## src/rtl/mult_share_arbiter.sv

```systemverilog
`default_nettype none
// ============================================================================
// Module   : mult_share_arbiter
// Purpose  : Shares one signed serial multiplier between NUM_REQ requesters.
//            Round-robin arbitration. Each granted job is launched with a
//            one-cycle mul_en_o pulse. The block then waits for mul_valid_i
//            and returns the signed product to the requester that owns the
//            job. Only one job is in flight at a time.
// Ports    : clk_i, rst_ni       clock, synchronous active-low reset
//            req_valid_i         per-requester request, held until ready
//            req_a_i, req_b_i    packed signed operands, slice i = requester i
//            req_ready_o         one-hot pulse, operands accepted
//            rsp_valid_o         one-hot pulse, result for its owner
//            rsp_data_o          signed product, held after the response
//            rsp_err_o           timeout flag, qualified by rsp_valid_o
//            busy_o              high in every state except IDLE
//            mul_en_o/a_o/b_o    multiplier start pulse and operands
//            mul_valid_i/s_i     multiplier done and product
// Options  : `define MSA_TIMEOUT_EN enables the WAIT-state watchdog
//            (TIMEOUT_CYC cycles). When it is undefined, WAIT has no limit
//            and rsp_err_o is tied to 0.
// Revision : 1.0  initial release
// ============================================================================
module mult_share_arbiter #(
  parameter int NUM_REQ     = 4,
  parameter int WIDTH       = 10,
  parameter int TIMEOUT_CYC = 64
) (
  input  logic                       clk_i,
  input  logic                       rst_ni,
  input  logic [NUM_REQ-1:0]         req_valid_i,
  input  logic [NUM_REQ*WIDTH-1:0]   req_a_i,
  input  logic [NUM_REQ*WIDTH-1:0]   req_b_i,
  output logic [NUM_REQ-1:0]         req_ready_o,
  output logic [NUM_REQ-1:0]         rsp_valid_o,
  output logic [2*WIDTH-1:0]         rsp_data_o,
  output logic                       rsp_err_o,
  output logic                       busy_o,
  output logic                       mul_en_o,
  output logic [WIDTH-1:0]           mul_a_o,
  output logic [WIDTH-1:0]           mul_b_o,
  input  logic                       mul_valid_i,
  input  logic [2*WIDTH-1:0]         mul_s_i
);

  localparam int IDX_W = $clog2(NUM_REQ);

  if (NUM_REQ < 2 || NUM_REQ > 8 || WIDTH < 2 || TIMEOUT_CYC < 1) begin : g_param_check
    $error("mult_share_arbiter: parameter out of range");
  end

  typedef enum logic [2:0] {
    S_IDLE   = 3'd0,
    S_LAUNCH = 3'd1,
    S_SETTLE = 3'd2,
    S_WAIT   = 3'd3,
    S_RESP   = 3'd4
  } state_t;

  state_t               state_q;
  logic [IDX_W-1:0]     owner_q;
  logic [IDX_W-1:0]     rr_ptr_q;
  logic [NUM_REQ-1:0]   req_ready_q;
  logic [NUM_REQ-1:0]   rsp_valid_q;
  logic [2*WIDTH-1:0]   rsp_data_q;
  logic                 busy_q;
  logic                 mul_en_q;
  logic [WIDTH-1:0]     mul_a_q;
  logic [WIDTH-1:0]     mul_b_q;

  logic                 grant_found_d;
  logic [IDX_W-1:0]     grant_idx_d;
  logic [IDX_W:0]       scan_d;
  logic [WIDTH-1:0]     sel_a_d;
  logic [WIDTH-1:0]     sel_b_d;
  logic [IDX_W-1:0]     rr_next_d;

`ifdef MSA_TIMEOUT_EN
  localparam int TO_W = $clog2(TIMEOUT_CYC + 1);
  localparam logic [TO_W-1:0] TO_LAST = TO_W'(TIMEOUT_CYC - 1);
  logic [TO_W-1:0]      to_cnt_q;
  logic                 rsp_err_q;
`endif

  // Round-robin scan: first requester at or above rr_ptr_q, wrapping. The
  // sum stays below 2*NUM_REQ, so one conditional subtract is the modulo.
  always_comb begin
    grant_found_d = 1'b0;
    grant_idx_d   = '0;
    scan_d        = '0;
    for (int k = 0; k < NUM_REQ; k++) begin
      scan_d = {1'b0, rr_ptr_q} + (IDX_W+1)'(k);
      if (scan_d >= (IDX_W+1)'(NUM_REQ)) begin
        scan_d = scan_d - (IDX_W+1)'(NUM_REQ);
      end
      if (!grant_found_d && req_valid_i[scan_d[IDX_W-1:0]]) begin
        grant_found_d = 1'b1;
        grant_idx_d   = scan_d[IDX_W-1:0];
      end
    end
  end

  // Operand mux for the winning requester.
  always_comb begin
    sel_a_d = '0;
    sel_b_d = '0;
    for (int i = 0; i < NUM_REQ; i++) begin
      if (grant_idx_d == IDX_W'(i)) begin
        sel_a_d = req_a_i[i*WIDTH +: WIDTH];
        sel_b_d = req_b_i[i*WIDTH +: WIDTH];
      end
    end
  end

  assign rr_next_d = (owner_q == IDX_W'(NUM_REQ - 1)) ? '0 : owner_q + 1'b1;

  always_ff @(posedge clk_i) begin
    if (!rst_ni) begin
      state_q     <= S_IDLE;
      owner_q     <= '0;
      rr_ptr_q    <= '0;
      req_ready_q <= '0;
      rsp_valid_q <= '0;
      rsp_data_q  <= '0;
      busy_q      <= 1'b0;
      mul_en_q    <= 1'b0;
      mul_a_q     <= '0;
      mul_b_q     <= '0;
`ifdef MSA_TIMEOUT_EN
      to_cnt_q    <= '0;
      rsp_err_q   <= 1'b0;
`endif
    end else begin
      // Pulse outputs default low; each is raised for exactly one state.
      req_ready_q <= '0;
      rsp_valid_q <= '0;
      mul_en_q    <= 1'b0;
      case (state_q)
        S_IDLE: begin
          if (grant_found_d) begin
            owner_q     <= grant_idx_d;
            mul_a_q     <= sel_a_d;
            mul_b_q     <= sel_b_d;
            // Registered so both pulses are visible during LAUNCH.
            req_ready_q <= NUM_REQ'(1) << grant_idx_d;
            mul_en_q    <= 1'b1;
            busy_q      <= 1'b1;
            state_q     <= S_LAUNCH;
          end
        end
        S_LAUNCH: begin
          rr_ptr_q <= rr_next_d;
          state_q  <= S_SETTLE;
        end
        S_SETTLE: begin
          // mul_valid_i may still be high from the previous job; skip it.
`ifdef MSA_TIMEOUT_EN
          to_cnt_q <= '0;
`endif
          state_q <= S_WAIT;
        end
        S_WAIT: begin
          if (mul_valid_i) begin
            rsp_data_q  <= mul_s_i;
            rsp_valid_q <= NUM_REQ'(1) << owner_q;
`ifdef MSA_TIMEOUT_EN
            rsp_err_q   <= 1'b0;
`endif
            state_q     <= S_RESP;
          end
`ifdef MSA_TIMEOUT_EN
          else if (to_cnt_q == TO_LAST) begin
            // Watchdog expired: respond to the owner with an error.
            rsp_data_q  <= '0;
            rsp_err_q   <= 1'b1;
            rsp_valid_q <= NUM_REQ'(1) << owner_q;
            state_q     <= S_RESP;
          end else begin
            to_cnt_q <= to_cnt_q + 1'b1;
          end
`endif
        end
        S_RESP: begin
          busy_q  <= 1'b0;
          state_q <= S_IDLE;
        end
        default: begin
          busy_q  <= 1'b0;
          state_q <= S_IDLE;
        end
      endcase
    end
  end

  assign req_ready_o = req_ready_q;
  assign rsp_valid_o = rsp_valid_q;
  assign rsp_data_o  = rsp_data_q;
  assign busy_o      = busy_q;
  assign mul_en_o    = mul_en_q;
  assign mul_a_o     = mul_a_q;
  assign mul_b_o     = mul_b_q;
`ifdef MSA_TIMEOUT_EN
  assign rsp_err_o   = rsp_err_q;
`else
  assign rsp_err_o   = 1'b0;
`endif

endmodule
`default_nettype wire

```

## config.mk

```make
export PLATFORM = sky130hd
export DESIGN_NAME = mult_share_arbiter
export DESIGN_NICKNAME = d
export VERILOG_FILES = /design/src/rtl/mult_share_arbiter.sv
export SDC_FILE = /design/constraint.sdc
export NUM_CORES = 1
export LEC_CHECK = 0
export ABC_AREA = 1
export CAP_MARGIN = 20
export CORE_AREA = 4 4 83 115
export DETAILED_ROUTE_END_ITERATION = 10
export DIE_AREA = 0 0 87 119
export PLACE_DENSITY = 0.75
export REMOVE_ABC_BUFFERS = 1
export SYNTH_ARGS = -nofsm -noshare
export SYNTH_HDL_FRONTEND = slang
export SYNTH_SLANG_ARGS = --single-unit
export TNS_END_PERCENT = 1
```

## constraint.sdc

```tcl
create_clock -name clk_i -period 1.65 [get_ports clk_i]
set_input_delay 0.2475 -clock clk_i [delete_from_list [all_inputs] [get_ports clk_i]]
set_output_delay 0.2475 -clock clk_i [all_outputs]
set_load 0.02 [all_outputs]
```

Word level (Yosys, flattened, before mapping)
Index checks and enable logic that the tools add are counted.

Flip-flop bits (word level): 57. Output and inout bits: 51. Logic and storage cells: 89. Input port bits: 107.

Shift operators: 2. Eq/ne operators: 9. Muxes and demuxes: 35. Bitwise operators: 1. Add/sub/neg operators: 8. Reductions and logical operators: 16. Order comparisons: 8.

Operators by type and width (number): 2-to-1 mux 10 bit (8); 2-to-1 mux 2 bit (9); less-than comparator 2 x 3 -> 1 bit (second input constant) (4); case mux 3 bit (4 select lines) (1); 2-to-1 mux 1 bit (10); AND reduction 2 bit (5); greater-or-equal comparator 3 bit (second input constant) (3); binary-select mux 1 bit (select 2 bit) (4); left shift 1 x 2 -> 4 bit (first input constant) (2); subtractor 2 x 1 -> 2 bit (second input constant) (4); adder 2 x 2 -> 3 bit (second input constant) (2); equality test 2 bit (second input constant) (3); equality test 3 x 2 -> 1 bit (second input constant) (2); 2-to-1 mux 3 bit (2); AND reduction 3 bit (2); inequality test 2 bit (second input constant) (2); adder 2 x 1 -> 3 bit (second input constant) (1); equality test 3 x 1 -> 1 bit (second input constant) (1); greater-or-equal comparator 2 x 3 -> 1 bit (second input constant) (1); logical AND 1 bit (3); logical NOT 1 bit (3); logical NOT 3 bit (1); OR reduction 3 bit (1); adder 2 x 1 -> 2 bit (second input constant) (1); other kinds (4) (4).

Longest topological paths before layout
Gate-level depths: netlist of the first run.

Word-level depth: 19. Mapped depth: 16. Gate-level depth less buffers: 15.

Least setup slack after synthesis of the first run
No wires, ideal clock.

Path type: reg2reg. Start point: register rr_ptr_q[0]. End point: register mul_a_q[7], in the netlist mul_a_o[7]. Stages on the path, launching flop included: 15. Library setup time: 113 ps. Buffers on the path: 2. Required time: 1537 ps. Slack: -86 ps. Arrival: 1623 ps. Clock period less this slack: 1736 ps. Path through: dfxtp_1 -> buf_6 -> nand2_1 -> nand3_1 -> nand2_2 -> nor2_4 -> nand3_2 -> nand2_2 -> nand2_4 -> inv_2 -> nand2_2 -> buf_6 -> or2_0 -> nand3_1 -> nand2_1.

Cells in the longest elaborated chain, start to end: 19.

Ends and longest elaborated chain: from (decl) (RTL line 62) `logic [IDX_W-1:0] rr_ptr_q;`; from (signal assigned) (RTL line 152) `rr_ptr_q <= rr_next_d;`; parallel branches: the longest is 19 deep, another holds adder 2 x 1 -> 3 bit; to (signal assigned) (RTL line 142) `mul_a_q <= sel_a_d;`; to (decl) (RTL line 68) `logic [WIDTH-1:0] mul_a_q;`.

Parallel ways; which one is timed is not known. The select of a mux whose other input is x is not followed. A chain may end at the register's enable or synchronous reset.

Final worst setup path of the first run
Ends and elaborated chain as after synthesis.

==> results.tsv, run 1 <==
metric	value	unit
Top FF cell, synth	dfxtp_1	
vias in the first global route	3346	
met2 Use GR	32.2	%
fin util	63.6	%
R2R Setup Slk	-240	ps
root buf cell	clkbuf_16	
largest net degree at the start of global routing	28	
clock skew	8.89	ps
Routed WL	10500	µm
PortBufs	156	
VDD IR-drop max	0.904	mV
Buf/Inv on CP	3	
delay-heaviest family, CP	simple AND/OR/NAND/NOR gates	
CTS Buf Count	9	
Hold Vio Cnt, Final	0	
Pleak	2.42	nW
GRT Util Overall	18.3	%
Vias	3577	
Setup Viol. Count Final	25	
pwr dens	1420	nW/µm²
Synth top area share	39.3	%
initial antenna violation count	0	
CP max FO	14	
Slew Limit Fails	0	
Synth async-reset ratio	0	%
synth warn	0	
vias per inst	4.85	
antenna fix cells	0	
layout cells sized above 1	16.4	%
most area-hungry cell type in the Yosys netlist	dfxtp_1	
TritonCTS clock tree	yes	
Die Y	119	µm
Max Freq	0.529	GHz
NumNets Final	736	
CTS max path bufs	2	
row count	40	
I/O pin cnt	158	
met1 usage	19.7	%
worst path cell trace	buf_6 > nand2_2 > nand3_4 > nand2_4 > nor2_4 > nand3_2 > nand2_2 > nand2_4 > inv_2 > nand2_4 > buf_12 > or2_0 > nand3_1 > nand2_1	
Initial Util	33.9	%
failing checks	setup timing	
CP Launch Type	flop	
register area share after synthesis	39.3	%
critical path class	reg2reg	
drt drc	0	
area grow syn2layout	87.4	%
outcome	finished, violations left	
HP Class	reg2reg	
H-tree depth	3	
clock-pin slew on the worst setup and hold paths	50	ps
part of the cycle the worst path needs	115	%
die footprint	10400	µm²
Max-cap violations	0	
gpl congestion	0.889	
RSZ-0062 raised after global routing	true	
Post-Syn Area	2910	µm²
crit path DAT	2100	ps
Die Wd	87	µm
Distinct cells, synth	25	
worst setup margin	-242	ps
setup TNS	-4270	ps
Max stage delay on crit path	370	ps
commonest non-fill, non-tap cell in the layout	clkdlybuf4s50_1	
GRT Residual Overflow	0	
Synth area leaders	dfxtp_1 39%, nand2_1 22%, nand3_1 8.8%, inv_1 4.9%, nand4_1 4.3%	
CP dominant cell by count	nand2_4	
EDFF count, synth	0	
Post-DRT Antenna Nets	0	
DP HPWL	7260	µm
Critical Path RT	1860	ps
most frequent cells in the layout	155 x clkdlybuf4s50_1, 154 x nand2_1, 55 x dfxtp_1	
DRT Pass-1 Iters	5	
worst skew pair latency	320	ps
WL/cell	14.2	µm
GRT Max-Usage Layer	met2	
met3 GRT Util	5.12	%
first-pass GRT wire length	15100	µm
Core ar.	8560	µm²
register bit total from synthesis	57	
Worst setup EP type	flop	
Clock Sinks	57	
pre-CTS setup slack	-546	ps
min Tclk post-route	1890	ps
Tot Pwr	7.71	mW
CP max-delay cell	dfxtp_4	
Mapped Avg Cell Area	6.54	µm²
DRT iter0 DRCs	176	
Hold Slack	447	ps
Gate Count Post-Synth	444	
[flip-flops by register name, summed over array words and instances, names as in the netlist]
name	count
mul_b_o	10
owner_q	2
rr_ptr_q	2
mul_en_o	1
mul_a_o	10
state_q	3
req_ready_o	4
busy_o	1
rsp_data_o	20
rsp_valid_o	4
[synthesized netlist by cell type, types with 5 or more instances]
| master | count |
|---|---|
| a21oi_1 | 23 |
| nand3_1 | 51 |
| dfxtp_1 | 57 |
| o21ai_1 | 5 |
| clkbuf_1 | 6 |
| o21ai_0 | 18 |
| buf_2 | 13 |
| nand2_1 | 167 |
| nor2_1 | 16 |
| nand4_1 | 20 |
| nand2_2 | 5 |
| inv_1 | 38 |
[layer usage]
layer / vias to the layer above / part of all wire (%)
met5: - / 0
met2: 171 / 52
met3: 16 / 9.0
li1: 1798 / -
met1: 1592 / 37
met4: 0 / 1.7
[stage by stage]
step	instance area, µm²	std cells
floorplan	2760	419
global placement	4770	709
detailed placement	4770	709
CTS	5120	727
global route	5450	738
finish	5450	738
[where the power goes]
group	internal, mW	switching [mW]
Clock	1.17	0.588
Combinational	2.03	2.10
Sequential	1.66	0.158
[worst register-to-register path, stage by stage (launching register included)]
cell	delay, ps
dfxtp_4	370
buf_6	130
nand2_2	90
nand3_4	100
nand2_4	80
nor2_4	130
nand3_2	70
nand2_2	90
nand2_4	70
inv_2	80
nand2_4	80
buf_12	160
or2_0	210
nand3_1	80
nand2_1	40
[worst paths after layout]
check | cells past startpoint | end | from
worst min register to register | 2 | mul_a_o[4] | mul_a_o[4]
worst min-delay path | 2 | mul_a_o[4] | mul_a_o[4]
worst max-delay path | 14 | mul_a_o[7] | rr_ptr_q[0]
worst max register to register | 14 | mul_a_o[7] | rr_ptr_q[0]
[area by class of cell]
| type | instances | area (µm²) |
|---|---|---|
| Sequential cell | 57 | 1150 |
| Inverter | 41 | 161 |
| Fill cell | 736 | 3110 |
| Multi-Input combinational cell | 321 | 1610 |
| Clock inverter | 2 | 10.0 |
| Tap cell | 105 | 131 |
| Clock buffer | 14 | 284 |
| Timing Repair Buffer | 198 | 2100 |
[logic make-up (layout without fill, tap and decap cells)]
family	after synthesis	count (layout)	share of synthesized area, %
AND/OR/NAND/NOR	270	270	41.3
flip-flops	57	57	39.3
AO/OA/AOI/OAI	49	49	8.57
other	1	1	0.129
adder cells (fa/ha/maj)	1	1	0.431
buffers and inverters	66	255	10.2
[what timing repair did]
action                     CTS  global route
gates resized for setup      6            55
hold buffers                 0             0
pin swaps                    1            16
buffers inserted             1             7
setup endpoints to repair   20            29
cloned                       1             4
No activity file was read; power rests on OpenSTA's default activity.
==> inputs of run 2 (changes only) <==
Settings changed: SKIP_LAST_GASP from default to 1.
==> results.tsv, run 2 (synthesized netlist as in run 1, its figures left out) <==
metric	value	unit
largest net degree at the start of global routing	28	
pwr dens	1420	nW/µm²
failing checks	setup timing	
Max-cap violations	0	
initial antenna violation count	0	
VDD IR-drop max	0.892	mV
vias in the first global route	3346	
critical path class	in2reg	
Die Wd	87	µm
CTS Hold Buffers Added	0	
worst setup margin	-301	ps
area grow syn2layout	85.4	%
first-pass GRT wire length	15100	µm
drt drc	0	
r2r worst-path depth	15	
NumNets Final	736	
Buf/Inv on CP	4	
Pint	4.84	mW
hold path cells	2	
CTS Buf Count	9	
row count	40	
Switching Share	36.6	%
sequential fraction of design power	23.8	%
most frequent cells in the layout	156 x clkdlybuf4s50_1, 155 x nand2_1, 55 x dfxtp_1	
Die Y	119	µm
Hold Slack	447	ps
delay-heaviest family, CP	simple AND/OR/NAND/NOR gates	
DRT iter0 DRCs	193	
antenna fix cells	0	
Setup Viol. Count Final	28	
Max Freq	0.512	GHz
layout cells sized above 1	14.8	%
Max stage delay on crit path	530	ps
root buf cell	clkbuf_16	
Pleak	2.40	nW
gpl congestion	0.889	
Initial Util	33.9	%
setup TNS	-6350	ps
placed cell area	4770	µm²
CP startpoint	req_valid_i[2]	
switching pwr	2.79	mW
CP Launch Type	primary input	
Tot Pwr	7.63	mW
H-tree depth	3	
vias per inst	4.85	
Slew Limit Fails	0	
clock share of power	23.1	%
Critical Path RT	1860	ps
Filler cells	743	
part of the cycle the worst path needs	118	%
RSZ-0062 raised after global routing	true	
CTS max path bufs	2	
CP max FO	14	
r2r startpoint	rr_ptr_q[0]	
Post-DRT Antenna Nets	0	
GRT Util Overall	18.3	%
TritonCTS clock tree	yes	
crit path DAT	2160	ps
max FFs per register	20	
DRT Pass-1 Iters	4	
Multi-input gate area	1560	µm²
die footprint	10400	µm²
Logic pwr share	53.1	%
HP Class	reg2reg	
WL/cell	14.1	µm
clock-pin slew on the worst setup and hold paths	50	ps
register area	1150	µm²
GRT Residual Overflow	0	
Worst R2R End	mul_a_o[7]	
worst path cell trace	clkdlybuf4s50_1 > inv_1 > nand2_1 > nand2_1 > nand2_2 > nand2_4 > nor2_1 > nor2_1 > nand2_2 > nand2_4 > inv_2 > nand2_4 > buf_12 > or2_0 > nand3_1 > nand2_1	
Hold Vio Cnt, Final	0	
Routed WL	10400	µm
PortBufs	156	
Worst setup EP type	flop	
CP max-delay cell	clkdlybuf4s50_1	
commonest non-fill, non-tap cell in the layout	clkdlybuf4s50_1	
Clock Sinks	57	
I/O pin cnt	158	
Vias	3579	
clock skew	8.33	ps
fin area	5390	µm²
DP HPWL	7260	µm
R2R Setup Slk	-240	ps
Critical Path Stages	16	
outcome	finished, violations left	
min Tclk post-route	1950	ps
CP Capture Point	mul_a_o[7]	
worst skew pair latency	320	ps
Core ar.	8560	µm²
[run 2: area by class of cell]
| class | count | share of cell area, % |
|---|---|---|
| Multi-Input combinational cell | 321 | 28.9 |
| Timing Repair Buffer | 198 | 38.9 |
| Clock buffer | 14 | 5.27 |
| Sequential cell | 57 | 21.3 |
| Inverter | 41 | 3.00 |
| Tap cell | 105 | 2.44 |
| Clock inverter | 2 | 0.186 |
[run 2: worst min-delay path by stage]
stage / from / end / slack (ps)
floorplan: rst_ni / state_q[0] / 370
global placement: mul_a_o[5] / mul_a_o[5] / 440
detailed placement: mul_a_o[4] / mul_a_o[4] / 440
CTS: mul_a_o[4] / mul_a_o[4] / 450
global route: mul_b_o[6] / mul_b_o[6] / 470
finish: mul_a_o[4] / mul_a_o[4] / 450
[run 2: repair_timing]
item                                    CTS  global route
endpoints found under the setup margin   20            29
pin swaps                                 1            14
gates resized for setup                   4            38
gates cloned                              1             4
setup buffers                             1             7
[run 2: power groups by stage]
stage / Combinational, mW / Clock [mW] / Sequential (mW)
2_1_floorplan: 1.37 / 0 / 2.12
3_3_place_gp: 3.29 / 0 / 1.82
3_5_place_dp: 3.35 / 0 / 1.83
4_1_cts: 3.48 / 1.80 / 1.81
5_1_grt: 4.40 / 1.88 / 1.85
6_report: 4.05 / 1.76 / 1.82
[run 2: per-stage QoR]
| stage | utilization (%) | setup slack [ps] | std cells |
|---|---|---|---|
| 6_report | 62.9 | -301 | 738 |
| 5_1_grt | 62.9 | -455 | 738 |
| 4_1_cts | 59.8 | -219 | 727 |
| 3_5_place_dp | 55.8 | -546 | 709 |
| 3_3_place_gp | 55.8 | -480 | 709 |
| 2_1_floorplan | - | -594 | 419 |
[run 2: layer usage]
metal  part of all wire (%)  GRT usage, %
met2                     52          32.2
met5                      0             0
met4                    1.7          8.58
met3                    8.8          5.12
met1                     37          19.7
[run 2: worst min-delay path, stage by stage (launching register included)]
cell and delay (ps):
dfxtp_1 300, nand2_1 60, nand2_1 40
==> inputs of run 3 (changes only) <==
Settings changed: CORE_AREA 4 4 83 115 to 4 4 97 99, DIE_AREA 0 0 87 119 to 0 0 101 103, PLACE_DENSITY 0.75 to 0.8.
==> results.tsv, run 3 (synthesized netlist as in run 1, its figures left out) <==
metric	value	unit
CTS Buf Count	9	
I/O pin cnt	158	
DRT Pass-1 Iters	4	
min Tclk post-route	1910	ps
DRT iter0 DRCs	100	
root buf cell	clkbuf_8	
TritonCTS clock tree	yes	
WL/cell	14.4	µm
layout cells sized above 1	17.0	%
vias per inst	4.91	
first-pass GRT wire length	15500	µm
critical path class	reg2reg	
drt drc	0	
GRT Residual Overflow	0	
NumNets Final	731	
Critical Path RT	1880	ps
Core ar.	8550	µm²
row count	34	
commonest non-fill, non-tap cell in the layout	clkdlybuf4s50_1	
Hold Vio Cnt, Final	0	
Pint	4.41	mW
die footprint	10400	µm²
GRT Util Overall	18.6	%
HP Class	reg2reg	
most frequent cells in the layout	156 x clkdlybuf4s50_1, 153 x nand2_1, 55 x dfxtp_1	
Die Y	103	µm
Routed WL	10600	µm
Max Freq	0.523	GHz
failing checks	setup timing	
max FFs per register	20	
switching pwr	2.82	mW
Vias	3613	
area grow syn2layout	83.2	%
worst skew pair latency	330	ps
clock skew	7.67	ps
part of the cycle the worst path needs	116	%
Switching Share	39.0	%
VDD IR-drop max	0.675	mV
fin util	62.3	%
Tot Pwr	7.23	mW
sequential fraction of design power	25.3	%
CP Launch Type	flop	
Pleak	2.34	nW
clock-pin slew on the worst setup and hold paths	70	ps
outcome	finished, violations left	
H-tree depth	3	
Slew Limit Fails	0	
PortBufs	156	
CTS max path bufs	2	
Worst setup EP type	flop	
pwr dens	1360	nW/µm²
Logic pwr share	54.2	%
largest net degree at the start of global routing	32	
antenna fix cells	0	
DP HPWL	7420	µm
RSZ-0062 raised after global routing	true	
Initial Util	34.0	%
vias in the first global route	3454	
gpl congestion	0.842	
worst setup margin	-262	ps
crit path DAT	2140	ps
Clock Sinks	57	
Post-DRT Antenna Nets	0	
clock share of power	20.5	%
initial antenna violation count	0	
Max-cap violations	0	
Setup Viol. Count Final	25	
Die Wd	101	µm
CP max FO	8	
run 3: changes by cell type in the layout (fill, tap and decap cells not counted), sizes merged:
cell      change
clkinvlp      +1
buf           -4
clkbuf        -3
bufinv        +2
bufbuf        -1
run 3: path summary, 6_finish.rpt:
path | from | end | slack (ps) | cells after the start
worst max-delay path | rr_ptr_q[0] | mul_a_o[7] | -260 | 13
worst min register to register | mul_a_o[8] | mul_a_o[8] | 450 | 2
worst min-delay path | mul_a_o[8] | mul_a_o[8] | 450 | 2
worst max register to register | rr_ptr_q[0] | mul_a_o[7] | -260 | 13
run 3: metrics by stage:
step / area, µm² / instances / worst slack [ps] / setup TNS [ps] / hold WS (ps)
6_report: 5320 / 736 / -262 / -4500 / 450
3_5_place_dp: 4700 / 708 / -603 / -13660 / 440
2_1_floorplan: 2760 / 419 / -594 / -12910 / 373
5_1_grt: 5320 / 736 / -395 / -8310 / 465
4_1_cts: 4990 / 727 / -232 / -4400 / 454
3_3_place_gp: 4700 / 708 / -484 / -10940 / 437
run 3: final cells by class:
type	count	area, µm²
fill	720	3230
timing repair buffer	193	2010
multi-input combinational	321	1640
sequential	57	1150
inverter	41	166
clock buffer	11	151
tap	108	135
clock inverter	5	77.6
run 3: routing by layer:
metal  GRT usage, %  up-vias  wire length (µm)
met3           5.95       25              1040
met2           33.7      180              5280
met5              0        -                 0
met4           7.16        0               274
met1           20.1     1619              4020
li1               -     1789                 -
run 3: repair_timing:
action	in CTS	in global routing
hold buffers	0	0
setup buffers	3	3
cloned	0	6
pin swaps	3	24
setup endpoints to repair	28	28
resized for setup	12	62
run 3: power by group through the flow:
stage               combinational (mW)  sequential (mW)  clock [mW]
finish                            3.92             1.83        1.48
floorplan                         1.37             2.12           0
global route                      4.27             1.86        1.58
detailed placement                3.17             1.84           0
CTS                               3.35             1.82        1.52
global placement                  3.09             1.83           0
run 3: worst max-delay path, stage by stage, from the launching register on:
cell	delay (ps)
dfxtp_4	430
buf_6	120
nand2_1	50
nand2_1	80
nand2_2	70
nand2_4	90
nand4_1	120
buf_4	170
nand3_4	100
nand2_8	90
buf_12	150
or2_0	220
nand3_2	60
nand2_1	40
